[config.mk]
export PLATFORM = sky130hd
export DESIGN_NAME = writeback_queue
export DESIGN_NICKNAME = d
export VERILOG_FILES = /design/src/rtl/wb_pkg.sv /design/src/rtl/wb_fifo.sv /design/src/rtl/writeback_queue.sv
export SDC_FILE = /design/constraint.sdc
export NUM_CORES = 1
export LEC_CHECK = 0
export ABC_AREA = 1
export CAP_MARGIN = 10
export CORE_ASPECT_RATIO = 1.75
export CORE_UTILIZATION = 40
export CTS_CLUSTER_DIAMETER = 100
export DETAILED_ROUTE_END_ITERATION = 8
export GPL_TIMING_DRIVEN = 1
export SLEW_MARGIN = 5
export SYNTH_ARGS = -nofsm -noshare
export SYNTH_HDL_FRONTEND = slang
export SYNTH_SLANG_ARGS = --single-unit
[constraint.sdc]
create_clock -name CLK -period 4.3 [get_ports CLK]
set_input_delay 1.29 -clock CLK [delete_from_list [all_inputs] [get_ports CLK]]
set_output_delay 1.29 -clock CLK [all_outputs]
set_load 0.02 [all_outputs]
[src/rtl/wb_pkg.sv]
// wb_pkg: shared defaults, address-width derivation and write-entry type for the writeback path
package wb_pkg;
    localparam int WIDTH_DEF      = 32;
    localparam int TOTAL_REGS_DEF = 32;

    // Address width for a register bank of the given size (at least one bit).
    function automatic int aw_of(input int regs);
        return (regs > 1) ? $clog2(regs) : 1;
    endfunction

    localparam int AW_DEF = aw_of(TOTAL_REGS_DEF);

    typedef struct packed {
        logic [AW_DEF-1:0]    addr;
        logic [WIDTH_DEF-1:0] data;
    } wb_entry_t;
endpackage

[src/rtl/wb_fifo.sv]
// wb_fifo: circular entry storage with wrapping pointers and occupancy count; pops whenever non-empty
module wb_fifo
    import wb_pkg::*;
#(
    parameter int  EW    = AW_DEF + WIDTH_DEF,
    parameter int  DEPTH = 4,
    localparam int PW    = $clog2(DEPTH),
    localparam int CW    = PW + 1
) (
    input  logic                     clk_i,
    input  logic                     rst_i,
    input  logic                     push_i,
    input  logic [EW-1:0]            din_i,
    output logic                     ready_o,
    output logic                     pop_o,
    output logic [EW-1:0]            head_o,
    output logic [DEPTH-1:0][EW-1:0] mem_o,
    output logic [PW-1:0]            rptr_o,
    output logic [CW-1:0]            count_o
);
    logic [DEPTH-1:0][EW-1:0] mem_q;
    logic [PW-1:0]            rptr_q, rptr_d, wptr_q, wptr_d;
    logic [CW-1:0]            count_q, count_d;
    logic                     push;

    assign ready_o = count_q < CW'(DEPTH);
    assign pop_o   = count_q != '0;
    assign push    = push_i && ready_o;
    assign head_o  = mem_q[rptr_q];
    assign mem_o   = mem_q;
    assign rptr_o  = rptr_q;
    assign count_o = count_q;

    // Next pointers and occupancy; a simultaneous push and pop leaves the count unchanged.
    always_comb begin
        rptr_d  = pop_o ? rptr_q + PW'(1) : rptr_q;
        wptr_d  = push ? wptr_q + PW'(1) : wptr_q;
        count_d = count_q + CW'(push) - CW'(pop_o);
    end

    // Pointer and count registers, cleared asynchronously so pending entries are discarded.
    always_ff @(posedge clk_i or posedge rst_i) begin
        if (rst_i) begin
            rptr_q  <= '0;
            wptr_q  <= '0;
            count_q <= '0;
        end else begin
            rptr_q  <= rptr_d;
            wptr_q  <= wptr_d;
            count_q <= count_d;
        end
    end

    // Entry storage; contents are only meaningful inside the valid window.
    always_ff @(posedge clk_i) begin
        if (push) mem_q[wptr_q] <= din_i;
    end
endmodule

[src/rtl/writeback_queue.sv]
// writeback_queue: buffers write results, feeds reg_bank port 3 and forwards pending values to decode
module writeback_queue
    import wb_pkg::*;
#(
    parameter int  WIDTH      = WIDTH_DEF,
    parameter int  TOTAL_REGS = TOTAL_REGS_DEF,
    parameter int  DEPTH      = 4,
    localparam int AW         = aw_of(TOTAL_REGS),
    localparam int EW         = AW + WIDTH,
    localparam int PW         = $clog2(DEPTH),
    localparam int CW         = PW + 1
) (
    input  logic             CLK,
    input  logic             RST,
    input  logic             IN_VALID,
    output logic             IN_READY,
    input  logic [AW-1:0]    IN_ADDR,
    input  logic [WIDTH-1:0] IN_DATA,
    output logic             WE3,
    output logic [AW-1:0]    RA3,
    output logic [WIDTH-1:0] WD3,
    input  logic [AW-1:0]    LK_ADDR,
    output logic             LK_HIT,
    output logic [WIDTH-1:0] LK_DATA,
    output logic             EMPTY
);
    logic                     pop;
    logic [EW-1:0]            head;
    logic [DEPTH-1:0][EW-1:0] mem;
    logic [PW-1:0]            rptr, idx;
    logic [CW-1:0]            count;
    logic                     we3_q;
    logic [AW-1:0]            ra3_q;
    logic [WIDTH-1:0]         wd3_q;

    wb_fifo #(.EW(EW), .DEPTH(DEPTH)) u_fifo (
        .clk_i   (CLK),
        .rst_i   (RST),
        .push_i  (IN_VALID),
        .din_i   ({IN_ADDR, IN_DATA}),
        .ready_o (IN_READY),
        .pop_o   (pop),
        .head_o  (head),
        .mem_o   (mem),
        .rptr_o  (rptr),
        .count_o (count)
    );

    assign WE3   = we3_q;
    assign RA3   = ra3_q;
    assign WD3   = wd3_q;
    assign EMPTY = (count == '0) && !we3_q;

    // Output stage: present the oldest entry to the register bank for exactly one cycle.
    always_ff @(posedge CLK or posedge RST) begin
        if (RST) begin
            we3_q <= 1'b0;
            ra3_q <= '0;
            wd3_q <= '0;
        end else begin
            we3_q <= pop;
            if (pop) {ra3_q, wd3_q} <= head;
        end
    end

    // Forwarding lookup: output stage is oldest, queue scanned oldest to youngest so the youngest match wins.
    always_comb begin
        LK_HIT  = we3_q && (ra3_q == LK_ADDR);
        LK_DATA = LK_HIT ? wd3_q : '0;
        idx     = '0;
        for (int i = 0; i < DEPTH; i++) begin
            idx = rptr + PW'(i);
            if (CW'(i) < count && mem[idx][EW-1:WIDTH] == LK_ADDR) begin
                LK_HIT  = 1'b1;
                LK_DATA = mem[idx][WIDTH-1:0];
            end
        end
    end
endmodule
==> key figures, run 1 <==
Global routing
  • Vias in the first global route: 10.3k
  • First-pass GRT wire length: 55,300 µm
  • Gr busiest metal: met2
  • Antenna violations before repair: 0
  • Met2 usage: 43.9%
  • Total Routing Usage GR: 24.2%
  • Grt ovf: 0
  • Global Route met1 Usage: 27.4%
  • Met3 usage: 3.19%
  • Largest net degree at the start of global routing: 121

Place
  • GPL Wtd Cong: 0.852
  • Input/output buffers: 117
  • Placed Area: 13,700 µm²
  • Placed Cells: 2,039
  • Pre-CTS setup slack: -697 ps
  • DP HPWL: 23,500 µm

Synth
  • Post-synthesis area per instance: 7.40 µm²
  • Synth area leader: edfxtp_1
  • Post-synth top flop: edfxtp_1
  • Cell variety after synth: 34
  • Xor/xnor share of the synthesized area: 0.671%
  • Register area share after synthesis: 47.4%
  • Synth Area in Adders: 1.02%
  • Most frequent cell after synthesis: nand2_1
  • Synth Register Bits: 193
  • Main combinational cell family by area after synthesis: simple AND/OR/NAND/NOR gates
  • Post-synth top area share: 37.8%
  • Simple-Gate Fraction of Synth Area: 30.3%
  • Synth Area in Compound Gates: 13.0%
  • Multiplexer share of the synthesized area: 0%
  • Async S/R FF share, synth: 23.3%
  • Syn_nets: 1,641
  • Cell count after synthesis: 1,587
  • Yosys warns: 0
  • Post-synth top cells: nand2_1 (567), o21ai_0 (291), edfxtp_1 (148)
  • Syn Std Cell Area: 11,700 µm²
  • EDFF count, synth: 148
  • Synth top area cells: edfxtp_1 (38%), nand2_1 (18%), o21ai_0 (12%)

Pwr
  • Leakage power total: 6.33 nW
  • Pwr per Cell Area: 796 nW/µm²
  • Worst VDD drop: 0.000518 V

Worst setup path
  • Worst r2r dst: u_fifo.count_o[2]
  • R2R Path Start: u_fifo.count_o[2]
  • Crit path kind: in -> out
  • CP required: 3010 ps
  • Delay-heaviest family, CP: buffers and inverters
  • Worst path bufs/invs: 7
  • Worst-path maximum fanout: 8
  • Critical Path Max Stage Delay: 220 ps
  • R2R setup slack: 2280 ps
  • Crit end category: output pin
  • Worst r2r path cells: 6
  • Slowest-stage cell, CP: or2_1
  • Crit start category: input port
  • WP data arrival: 2930 ps
  • Critical path cell sequence: clkdlybuf4s15_1 > buf_6 > or2_1 > o211ai_1 > buf_4 > nor2_4 > buf_4 > buf_12 > buf_8 > nor2_2 > nand2_1 > nand2_2 > buf_6

CTS
  • TritonCTS Buffers: 17
  • Clock buffer depth: 2
  • Root Driver: clkbuf_16
  • TritonCTS sink count: 193
  • H-tree Lvls: 4
  • Worst-skew pair later-pin latency: 460 ps
  • CTS tree: built
  • Clk pin slew, worst setup/hold paths: 70 ps

Detailed routing
  • Final ANT Viol Nets: 0
  • DR pass1 iterations: 5
  • Total Routed Length: 36,200 µm
  • Vias: 11.0k
  • Initial DRC count: 708
  • Drt via density: 5.26
  • Drc violations: 0
  • Avg WL per Cell: 17.3 µm

Floorplan
  • Core Rows: 82
  • I/O pin cnt: 118
  • Core area: 28,700 µm²
  • Floorplan die height: 229 µm
  • Initial Util: 40.9%
  • Die area: 30,100 µm²
  • Die width: 132 µm

Timing
  • Final Cycle Share: 98.2%
  • Worst Slack Setup Final: 76.6 ps
  • Relative max-transition margin: 46.8%
  • Min Tclk post-route: 4220 ps
  • Clock Skew: 10.5 ps
  • Final setup violation count: 0
  • Max-slew violations: 0
  • Final hold vios: 0
  • Fmax: 0.237 GHz
  • Worst-margin pin slew: 798 ps
  • Final setup TNS: 0 ps

Final layout
  • Design Area, Final: 14,800 µm²
  • Diodes inserted: 0
  • Nets: 1,758
  • Share of cells above drive strength 1: 12.5%
  • Area Overhead vs Synth: 25.8%
  • Non-Filler Instances: 2,095
  • FILL cells: 2,748

Min path
  • Hold depth: 2
  • Hold_sp: WD3[15]
  • Hold WC Path Type: reg -> reg
  • Hold path endpoint: WD3[15]

Flow run
  • Max-cap violations: 0

Run status
  • Outcome: finished, final reports clean
==> layer usage <==
metal | vias to the layer above | wire length (µm)
met5 | - | 0
met4 | 0 | 1650
met3 | 88 | 1450
met2 | 300 | 18800
met1 | 5119 | 14300
li1 | 5512 | -
==> metrics by stage <==
stage	power [mW]	hold WS, ps	util [%]
detailed placement	9.68	505	47.6
floorplan	7.05	580	-
global placement	9.62	501	47.6
global route	12.6	547	51.5
CTS	11.5	522	50.5
finish	11.8	518	51.5
==> worst max path at each step <==
| stage | from | end | depth (start not counted) | slack (ps) |
|---|---|---|---|---|
| after floorplan | LK_ADDR[3] | LK_DATA[10] | 11 | 240 |
| after global placement | LK_ADDR[3] | LK_DATA[7] | 13 | -710 |
| after detailed placement | LK_ADDR[3] | LK_DATA[7] | 13 | -700 |
| after CTS | LK_ADDR[3] | LK_DATA[31] | 14 | 2 |
| after global routing | u_fifo.rptr_o[0] | LK_DATA[31] | 18 | -7 |
| final | LK_ADDR[1] | LK_DATA[31] | 13 | 80 |
==> report_power, final <==
part | switching [mW] | leakage (nW) | total (mW) | internal, mW
logic | 4.70 | 4.20 | 7.39 | 2.69
registers | 0.328 | 1.86 | 2.79 | 2.47
clock network | 0.709 | 0.270 | 1.58 | 0.875
total | 5.74 | 6.33 | 11.8 | 6.03
==> cell families (layout without fill, tap and decap cells) <==
group,after synthesis,count (layout)
compound gates,305,305
xor+xnor,9,9
fa+ha+maj,9,9
buf+inv,209,339
flops,193,193
simple gates,862,862
==> registers in the layout (all words and copies together), names as in the netlist <==
register / count
u_fifo.wptr_q: 2
u_fifo.rptr_o: 2
RA3: 5
WD3: 32
u_fifo.count_o: 3
u_fifo.mem_o: 148
WE3: 1
==> final cells by class <==
cell class / instances / area, µm² / area share (%)
Inverter: 95 / 380 / 2.57
Clock inverter: 11 / 130 / 0.880
Tap cell: 378 / 473 / 3.20
Timing Repair Buffer: 212 / 2290 / 15.5
Clock buffer: 21 / 450 / 3.05
Multi-Input combinational cell: 1185 / 5480 / 37.1
Sequential cell: 193 / 5570 / 37.7
==> worst reg2reg max path, stage by stage (launching register included) <==
cell,delay (ps)
dfrtp_1,390
inv_1,140
nand2_1,450
inv_1,170
ha_1,250
fa_1,380
xnor2_1,130
==> cell usage in the layout (no fill, tap or decap), types with 2 or more instances in the layout <==
| cell | count |
|---|---|
| nor2_2 | 3 |
| or2_1 | 2 |
| a21oi_1 | 4 |
| o21ai_0 | 288 |
| bufinv_16 | 2 |
| xor2_1 | 6 |
| buf_2 | 5 |
| buf_8 | 2 |
| nand2_2 | 16 |
| inv_6 | 2 |
| ha_1 | 8 |
| nor2_4 | 13 |
| inv_1 | 86 |
| buf_6 | 18 |
| buf_16 | 5 |
| inv_2 | 5 |
| clkbuf_1 | 3 |
| nand4_1 | 70 |
| nand2_1 | 552 |
| clkbuf_16 | 21 |
| buf_4 | 73 |
| buf_12 | 21 |
| nand3_1 | 70 |
| clkinv_4 | 2 |
| clkdlybuf4s50_1 | 79 |
| o21ai_1 | 8 |
| clkinvlp_4 | 4 |
| xnor2_1 | 2 |
| clkinv_2 | 2 |
| nor3_2 | 2 |
| nand3_4 | 2 |
| edfxtp_1 | 148 |
| nor2_1 | 127 |
| dfrtp_1 | 44 |
| clkbuf_2 | 3 |
==> what timing repair did <==
| item | CTS | global route |
|---|---|---|
| setup buffers | 7 | 9 |
| hold buffers | 0 | 0 |
| resized for setup | 206 | 48 |
| gates cloned | 5 | 4 |
| pin swaps | 10 | 10 |
| endpoints found under the setup margin | 33 | 33 |
Note: power is estimated with default switching activity, not from simulation.
==> inputs of run 2 (changes only) <==
--- a/config.mk
+++ b/config.mk
@@ -6,11 +6,13 @@
 export NUM_CORES = 1
 export LEC_CHECK = 0
 export ABC_AREA = 1
+export ABC_CLOCK_PERIOD_IN_PS = 4300
 export CAP_MARGIN = 10
 export CORE_ASPECT_RATIO = 1.75
 export CORE_UTILIZATION = 40
 export CTS_CLUSTER_DIAMETER = 100
 export DETAILED_ROUTE_END_ITERATION = 8
+export DONT_BUFFER_PORTS = 1
 export GPL_TIMING_DRIVEN = 1
 export SLEW_MARGIN = 5
 export SYNTH_ARGS = -nofsm -noshare
==> run 2 against run 1 <==
Net effect:
- fmax is 1.7% higher
- sequential share of layout area is 5.2 points higher
- final cell count shrank 8.3%
- critical path depth up 2
- clock skew grew 0.69 ps
- setup slack improved by 71 ps
- non-clock buffer count fell by 174
- routed wire length decreased by 4.7%
- first-iteration DRC count is 5.1% lower
- global-route usage decreased by 1.4 points
- combinational power is 23% lower
- critical path type is now reg -> out
- critical endpoint is now LK_DATA[24]
==> key figures, run 2 (synthesis gave the netlist of run 1 again) <==
Run status
  • Outcome: finished, final reports clean

Final layout
  • Area Overhead vs Synth: 10.7%
  • Diodes inserted: 0 (unchanged)
  • Nets: 1,584 (-9.9%)
  • Share of cells above drive strength 1: 7.39% (-5.1 points)
  • Commonest non-fill, non-tap cell in the layout: nand2_1
  • FILL cells: 2,830 (+3.0%)
  • Max reg flops: 148 (unchanged)
  • Finished Core Util: 45.3% (-6.2 points)
  • Commonest non-fill, non-tap cells in the layout: nand2_1 (550), o21ai_0 (291), edfxtp_1 (148)
  • Design Area, Final: 13,000 µm² (-12%)
  • Non-Filler Instances: 1,921 (-8.3%)

CTS
  • Clk pin slew, worst setup/hold paths: 70 ps (about the same)
  • TritonCTS sink count: 193 (unchanged)
  • Root Driver: clkbuf_16
  • Clock buffer depth: 2 (unchanged)
  • CTS tree: built
  • Hold-fix buffers, CTS: 0 (unchanged)
  • Worst-skew pair later-pin latency: 460 ps (about the same)
  • H-tree Lvls: 4 (unchanged)
  • TritonCTS Buffers: 17 (unchanged)

Detailed routing
  • DR pass1 iterations: 6 (+1)
  • Vias: 10.3k (-6.1%)
  • Drc violations: 0 (unchanged)
  • Avg WL per Cell: 18.0 µm (+3.9%)
  • Total Routed Length: 34,500 µm (-4.7%)
  • Drt via density: 5.39 (+2.4%)
  • Final ANT Viol Nets: 0 (unchanged)
  • Initial DRC count: 672 (-5.1%)

Worst setup path
  • Worst setup path start: u_fifo.rptr_o[0]
  • Delay-heaviest family, CP: simple AND/OR/NAND/NOR gates
  • Critical path cell sequence: inv_6 > nand2_2 > nand2_8 > buf_4 > nand2_1 > nand3_1 > nand2_1 > nor2_4 > nand3_4 > buf_16 > nor2_1 > nor2_1 > nand2_1 > nand2_1 > nand2_1
  • Crit end category: output pin
  • Slowest-stage cell, CP: dfrtp_4
  • CP required: 3010 ps (about the same)
  • Worst-path maximum fanout: 63 (+55)
  • Crit start category: flip-flop
  • R2R Path Start: u_fifo.count_o[2]
  • Crit path kind: reg -> out
  • Most common cell on crit path: nand2_1
  • Worst path bufs/invs: 3 (-4)
  • Critical Path Max Stage Delay: 550 ps (+330 ps)
  • WP data arrival: 2860 ps (-70 ps)

Global routing
  • Vias in the first global route: 9,511 (-7.5%)
  • Largest net degree at the start of global routing: 152 (+26%)
  • Grt ovf: 0 (unchanged)
  • Antenna violations before repair: 0 (unchanged)
  • Total Routing Usage GR: 22.8% (-1.4 points)
  • First-pass GRT wire length: 52,200 µm (-5.7%)

Pwr
  • Sequential Power Share: 29.0% (+5.3 points)
  • Internal Power: 5.18 mW (-14%)
  • Worst VDD drop: 0.000464 V (-10%)
  • Leakage power total: 5.46 nW (-14%)
  • Gate power share: 53.7% (-9.1 points)
  • P_sw: 5.44 mW (-5.2%)
  • Pwr per Cell Area: 817 nW/µm² (+2.6%)
  • Tot Pwr: 10.6 mW (-9.7%)
  • Net Sw Frac: 51.2% (+2.4 points)
  • Clock Power Share: 17.3% (+3.8 points)

Place
  • Input/output buffers: 0 (-100%)
  • GPL Wtd Cong: 0.852 (about the same)
  • DP HPWL: 22,300 µm (-5.4%)
  • Placed Area: 12,100 µm² (-11%)
  • Pre-CTS setup slack: 333 ps (+1030 ps)
  • Placed Cells: 1,881 (-7.7%)

Timing
  • Final Cycle Share: 96.6% (-1.6 points)
  • Worst-margin pin slew: 726 ps (-72.3 ps)
  • Worst hold slack: 662 ps (+144 ps)
  • Min Tclk post-route: 4150 ps (-70.9 ps)
  • Clock Skew: 11.2 ps (+0.686 ps)
  • Max-slew violations: 0 (unchanged)
  • Worst Slack Setup Final: 148 ps (+70.9 ps)
  • Final setup TNS: 0 ps (unchanged)
  • Fmax: 0.241 GHz (+1.7%)
  • Relative max-transition margin: 51.6% (+4.8 points)
  • Final setup violation count: 0 (unchanged)
  • Final hold vios: 0 (unchanged)

Floorplan
  • Die width: 132 µm (unchanged)
  • Initial Util: 40.9% (unchanged)
  • I/O pin cnt: 118 (unchanged)
  • Core area: 28,700 µm² (unchanged)
  • Die area: 30,100 µm² (unchanged)
  • Floorplan die height: 229 µm (unchanged)
  • Core Rows: 82 (unchanged)

Min path
  • Hold_sp: u_fifo.wptr_q[0]
  • Hold WC Path Type: reg -> reg

Flow run
  • Max-cap violations: 0 (unchanged)
## run 2: cell count changes in the layout (fill, tap and decap cells not counted), moves of 5 or more
cell             change
buf_6               -14
buf_4               -52
buf_2                -5
buf_12              -12
clkdlybuf4s50_1     -79
## run 2: power by group through the flow
stage                     clock [mW]  combinational [mW]  sequential, mW
after floorplan                    0                4.12            2.93
after global placement             0                5.39            3.12
after detailed placement           0                5.46            3.12
after CTS                       1.86                5.50            3.08
after global routing            1.94                6.38            3.13
final                           1.84                5.70            3.08
## run 2: worst reg2reg max path: cells and delay by family, from the launching register on
kind	cells	cell delay [ps]
buffers and inverters	2	840
flip-flops	1	410
AND/OR/NAND/NOR	2	740
## run 2: path summary, 6_finish.rpt
path	to	slack, ps	cells after the start
min	u_fifo.wptr_q[0]	660	2
max in group asynchronous	WD3[31]	2740	2
min in group asynchronous	RA3[3]	810	1
min reg2reg	u_fifo.wptr_q[0]	660	2
max reg2reg	u_fifo.mem_o[98]	1910	4
max	LK_DATA[24]	150	15
## run 2: timing repair
item,in CTS,in global routing
endpoints found under the setup margin,6,33
pin swaps,0,1
gates resized for setup,4,26
setup buffers,0,6
gates cloned,0,2
## run 2: cell type report
type,instances,area (µm²),area share (%)
tap,378,473,3.64
clock inverter,13,230,1.77
timing repair buffer,38,488,3.75
clock buffer,19,453,3.48
inverter,95,365,2.81
multi-input combinational,1185,5420,41.7
sequential,193,5580,42.9
## run 2: metal layers
layer / up-vias / GRT usage, % / share of wire, %
li1: 5154 / - / -
met1: 4774 / 25.1 / 39
met2: 347 / 40.0 / 50
met3: 70 / 7.01 / 8.0
met4: 0 / 10.2 / 3.2
met5: - / 0 / 0
==> patch 1, RTL diff (settings of run 2) <==
Reset style: synchronous (`RST` and `rst_i`), changed in 2 clocked blocks. Comments in the files are not updated.
--- a/src/rtl/wb_fifo.sv
+++ b/src/rtl/wb_fifo.sv
@@ -41,3 +41,3 @@
     // Pointer and count registers, cleared asynchronously so pending entries are discarded.
-    always_ff @(posedge clk_i or posedge rst_i) begin
+    always_ff @(posedge clk_i) begin
         if (rst_i) begin
--- a/src/rtl/writeback_queue.sv
+++ b/src/rtl/writeback_queue.sv
@@ -54,3 +54,3 @@
     // Output stage: present the oldest entry to the register bank for exactly one cycle.
-    always_ff @(posedge CLK or posedge RST) begin
+    always_ff @(posedge CLK) begin
         if (RST) begin
Behaviour: differs if RST is asserted again (counterexample within 4 cycles, from zero or initial values and one cycle with RST high); with RST held inactive, the same outputs for 4 cycles.
==> patch 1 against run 2 <==
  * Via count is 1.4% higher
  * Sequential power shrank 4%
  * Non-clock buffer count rose by 2
  * Register-to-register slack worse by 0.28 ns
  * Largest power group unchanged
  * Design area is 2.3% lower
  * Total power shrank 13%
  * Combinational power is 15% lower
  * Setup slack better by 0.062 ns
  * Die area down 0.28%
  * Critical endpoint is now LK_DATA[22]
  * Area after synthesis is 0.29% lower
  * Wire length up 0.11%
  * Sequential cell count stayed put
  * Sequential share of layout area down 0.74 points
==> patch 1: results (changes against run 2) <==
grt:
  grt_max_degree: 117  # -23%
  use_met3_pct: 6.48  # -0.53 points
  grt_use_total_pct: 22.9  # +0.099 points
  grtUsageMet2_pct: 41.3  # +1.3 points
  grt_pass1_vias: 9516  # +0.053%
  gr-usage-met1_pct: 24.2  # -0.91 points
detailed_routing:
  wl_um: 34600  # +0.11%
  met3_length_um: 2740  # -0.47%
  wl_met1_um: 12800  # -4.2%
  drt_iter0_drc: 845  # +26%
  route.met2.wl_um: 17600  # +1.5%
timing:
  tightest_slew_ns: 0.774  # +0.0476 ns
  clock-skew-final_ns: 0.00614  # -0.00506 ns
  hold_ws_ns: 0.543  # -0.119 ns
finish:
  nets: 1602  # +1.1%
  layout.cells.non_filler: 1939  # +0.94%
  clkCellAreaFrac_pct: 4.22  # -1.0 points
  layout.non_clock_inverters: 97  # +2.1%
  buffer_area_share_pct: 3.83  # +0.080 points
  drive_above_1_share_pct: 6.21  # -1.2 points
  num-multi-input-gates: 1199  # +1.2%
  nClkBuffers: 25  # +6
pwr:
  pg_seq_w: 0.00295  # -4%
  powerDensity_mw_per_mm2: 730  # -11%
  ir_drop_mv: 0.404  # -13%
  clk-power_w: 0.00149  # -19%
  leakage_nw: 5.30  # -2.9%
logic_synthesis:
  netlist-cell-type-count: 31  # -8.8%
  synth.area.top_cells: "edfxtp_1 (38%), nand2_1 (17%), o21ai_0 (12%)"
  ys_async_sr_fraction_pct: 0  # -23 points
  syn-num-nets: 1661  # +1.2%
  synth_fa_ha_area_share_pct: 1.03  # +0.0029 points
  yosysSeqAreaShare_pct: 45.6  # -1.8 points
  ys_top_cells_by_count: "nand2_1 (546), o21ai_0 (280), edfxtp_1 (148), nor2_1 (130), inv_1 (92)"
  synth_xor_area_share_pct: 0.449  # -0.22 points
hold_path:
  hp-start: "u_fifo.wptr_q[1]$_SDFFE_PP0P_"
outcome:
  outcome: "complete, no violations"
clock_tree:
  cts_resized: 0  # -4
setup_path:
  reg2reg_to: "u_fifo.count_o[2]$_SDFF_PP0_"
  rrSetupSlack_ns: 1.63  # -0.28 ns
  critPathMaxFanout: 38  # -40%
  critPathArrivalTime_ns: 2.80  # -0.06 ns
  r2r-start: "u_fifo.count_o[2]$_SDFF_PP0_"
placement:
  place_area_mm2: 0.0121  # -0.35%
  pre_cts_ws_ns: 0.368  # +0.0348 ns
  gp_congestion: 0.871  # +2.3%
==> patch 1: changes by cell type after synthesis, sizes merged, moves of 3 or more <==
cell / delta
dfrtp: -45
dfxtp: +45
a21oi: +40
nand2: -18
nor2: -7
buf: +6
nand3: +6
nand4: +4
o21ai: -3
==> patch 1: kinds of logic (layout without fill, tap and decap cells) <==
group                      count (synthesis)  in the layout
DFF                                      193            193
adders and majority gates                  9              9
xor gates and xnor gates                   6              6
AOI/OAI and AO/OA                        341            341
buffers and inverters                    215            169
and+or+nand+nor                          843            843
==> patch 1: worst max-delay path: stages, from the launching register on <==
cell	delay, ns
dfxtp_4	0.42
inv_2	0.10
buf_8	0.25
nand2_1	0.08
nand2_1	0.08
inv_1	0.05
o21ai_1	0.16
o21ai_0	0.09
nor2_1	0.10
nand3b_1	0.18
nor2_4	0.23
clkbuf_16	0.28
nand2_1	0.08
nand2_1	0.22
==> patch 2, RTL diff (flow settings as in run 2) <==
Made on the original files. Set the package constant `TOTAL_REGS_DEF` to 48 (it was 32).
--- a/src/rtl/wb_pkg.sv
+++ b/src/rtl/wb_pkg.sv
@@ -3,3 +3,3 @@
     localparam int WIDTH_DEF      = 32;
-    localparam int TOTAL_REGS_DEF = 32;
+    localparam int TOTAL_REGS_DEF = 48;
 
Interface: changed (resized IN_ADDR, LK_ADDR and RA3); port bits go from 118 to 121. The function was not compared with the original's and may differ.
==> patch 2 against run 2 <==
  * Total power decreased by 1.7%
  * Area after synthesis grew 5.6%
  * Count of clock-buffer cells in the layout did not move
  * Setup slack gained 0.020 ns
  * Design area increased by 4.2%
  * Register-to-register slack improved by 0.07 ns
  * Via count is 6.4% higher
  * Synthesized cell count grew 9.1%
  * Sequential cell count grew 5
  * Wire length rose by 9.4%
==> patch 2: results (changes against run 2) <==
finish:
  fill_cells: 3096  # +9.4%
  seq_cells: 198  # +2.6%
  num-multi-input-gates: 1278  # +7.8%
  layout.non_clock_inverters: 140  # +47%
  nets: 1733  # +9.4%
  synthToLayoutAreaGrowth_pct: 9.20
  regArea_mm2: 0.00572  # +2.6%
  multi_input_area_share_pct: 41.9  # +0.23 points
  drive_above_1_share_pct: 6.33  # -1.1 points
  buffer_area_share_pct: 3.77  # +0.016 points
  clkCellAreaFrac_pct: 4.52  # -0.74 points
detailed_routing:
  firstDrtPassIters: 5  # -1
  wl_um: 37800  # +9.4%
  drt_iter0_drc: 760  # +13%
  wl_per_cell_um: 18.2  # +1.0%
hold_path:
  whs_endpoint: "WE3$_DFF_PP0_"
  hp-start: "u_fifo.count_o[2]$_DFF_PP0_"
logic_synthesis:
  synth_edf_count: 152  # +2.7%
  yosysSeqAreaShare_pct: 46.1  # -1.4 points
  synth.area.top_cells: "edfxtp_1 (37%), nand2_1 (21%), o21ai_0 (11%)"
  netlist-cell-type-count: 29  # -15%
  ys_top_cells_by_count: "nand2_1 (709), o21ai_0 (263), edfxtp_1 (152), inv_1 (137), nand3_1 (114)"
  syn_area_per_cell_um2: 7.16  # -3.2%
setup_path:
  slowest_delay_ns: 0.52  # -0.03 ns
  reg2reg_to: "u_fifo.mem_o[57]$_DFFE_PP_"
  critPathArrivalTime_ns: 2.84  # -0.02 ns
pwr:
  power_w: 0.0104  # -1.7%
  p_seq_share_pct: 30.4  # +1.4 points
  internal_power_w: 0.00505  # -2.5%
  leakage_nw: 5.81  # +6.4%
timing:
  slew_headroom_pct: 44.7  # -6.9 points
  hold_ws_ns: 0.572  # -0.0902 ns
  clock-skew-final_ns: 0.00730  # -0.00389 ns
placement:
  place_area_mm2: 0.0128  # +5.4%
  pre_cts_ws_ns: 0.226  # -0.108 ns
  post-place-cells: 2044  # +8.7%
grt:
  grt_pass1_vias: 10358  # +8.9%
  grt_use_total_pct: 24.3  # +1.4 points
  grt_pass1_wl_um: 57600  # +10%
  grt_max_degree: 151  # -0.66%
outcome:
  outcome: "complete, no violations"
clock_tree:
  cts_resized: 6  # +2
## patch 2: worst max-delay path by stage
stage	to	slack [ns]	depth (start not counted)
final	LK_DATA[2]	0.17	15
after global routing	LK_DATA[4]	0.00004	14
after CTS	LK_DATA[1]	0.04	9
after detailed placement	LK_DATA[16]	0.23	13
after global placement	LK_DATA[17]	0.24	12
after floorplan	LK_DATA[22]	0.34	12
## patch 2: kinds of logic after synthesis
family | share of synthesized area, %
compound gates | 12.6
xor+xnor | 0.353
fa+ha+maj | 0.968
buf+inv | 8.79
flops | 46.1
simple gates | 31.3
## patch 2: worst min-delay path, cell delays in order, from the launching register on
cell	delay [ns]
dfrtp_1	0.36
nor3_2	0.05
inv_1	0.11
## patch 2: layer usage
layer  vias to the layer above  track usage (%)  wire, µm
met5                         -                0         0
met4                         0             11.6      1490
li1                       5523                -         -
met3                        71             5.93      2670
met1                      5111             26.6     14400
met2                       301             43.0     19300
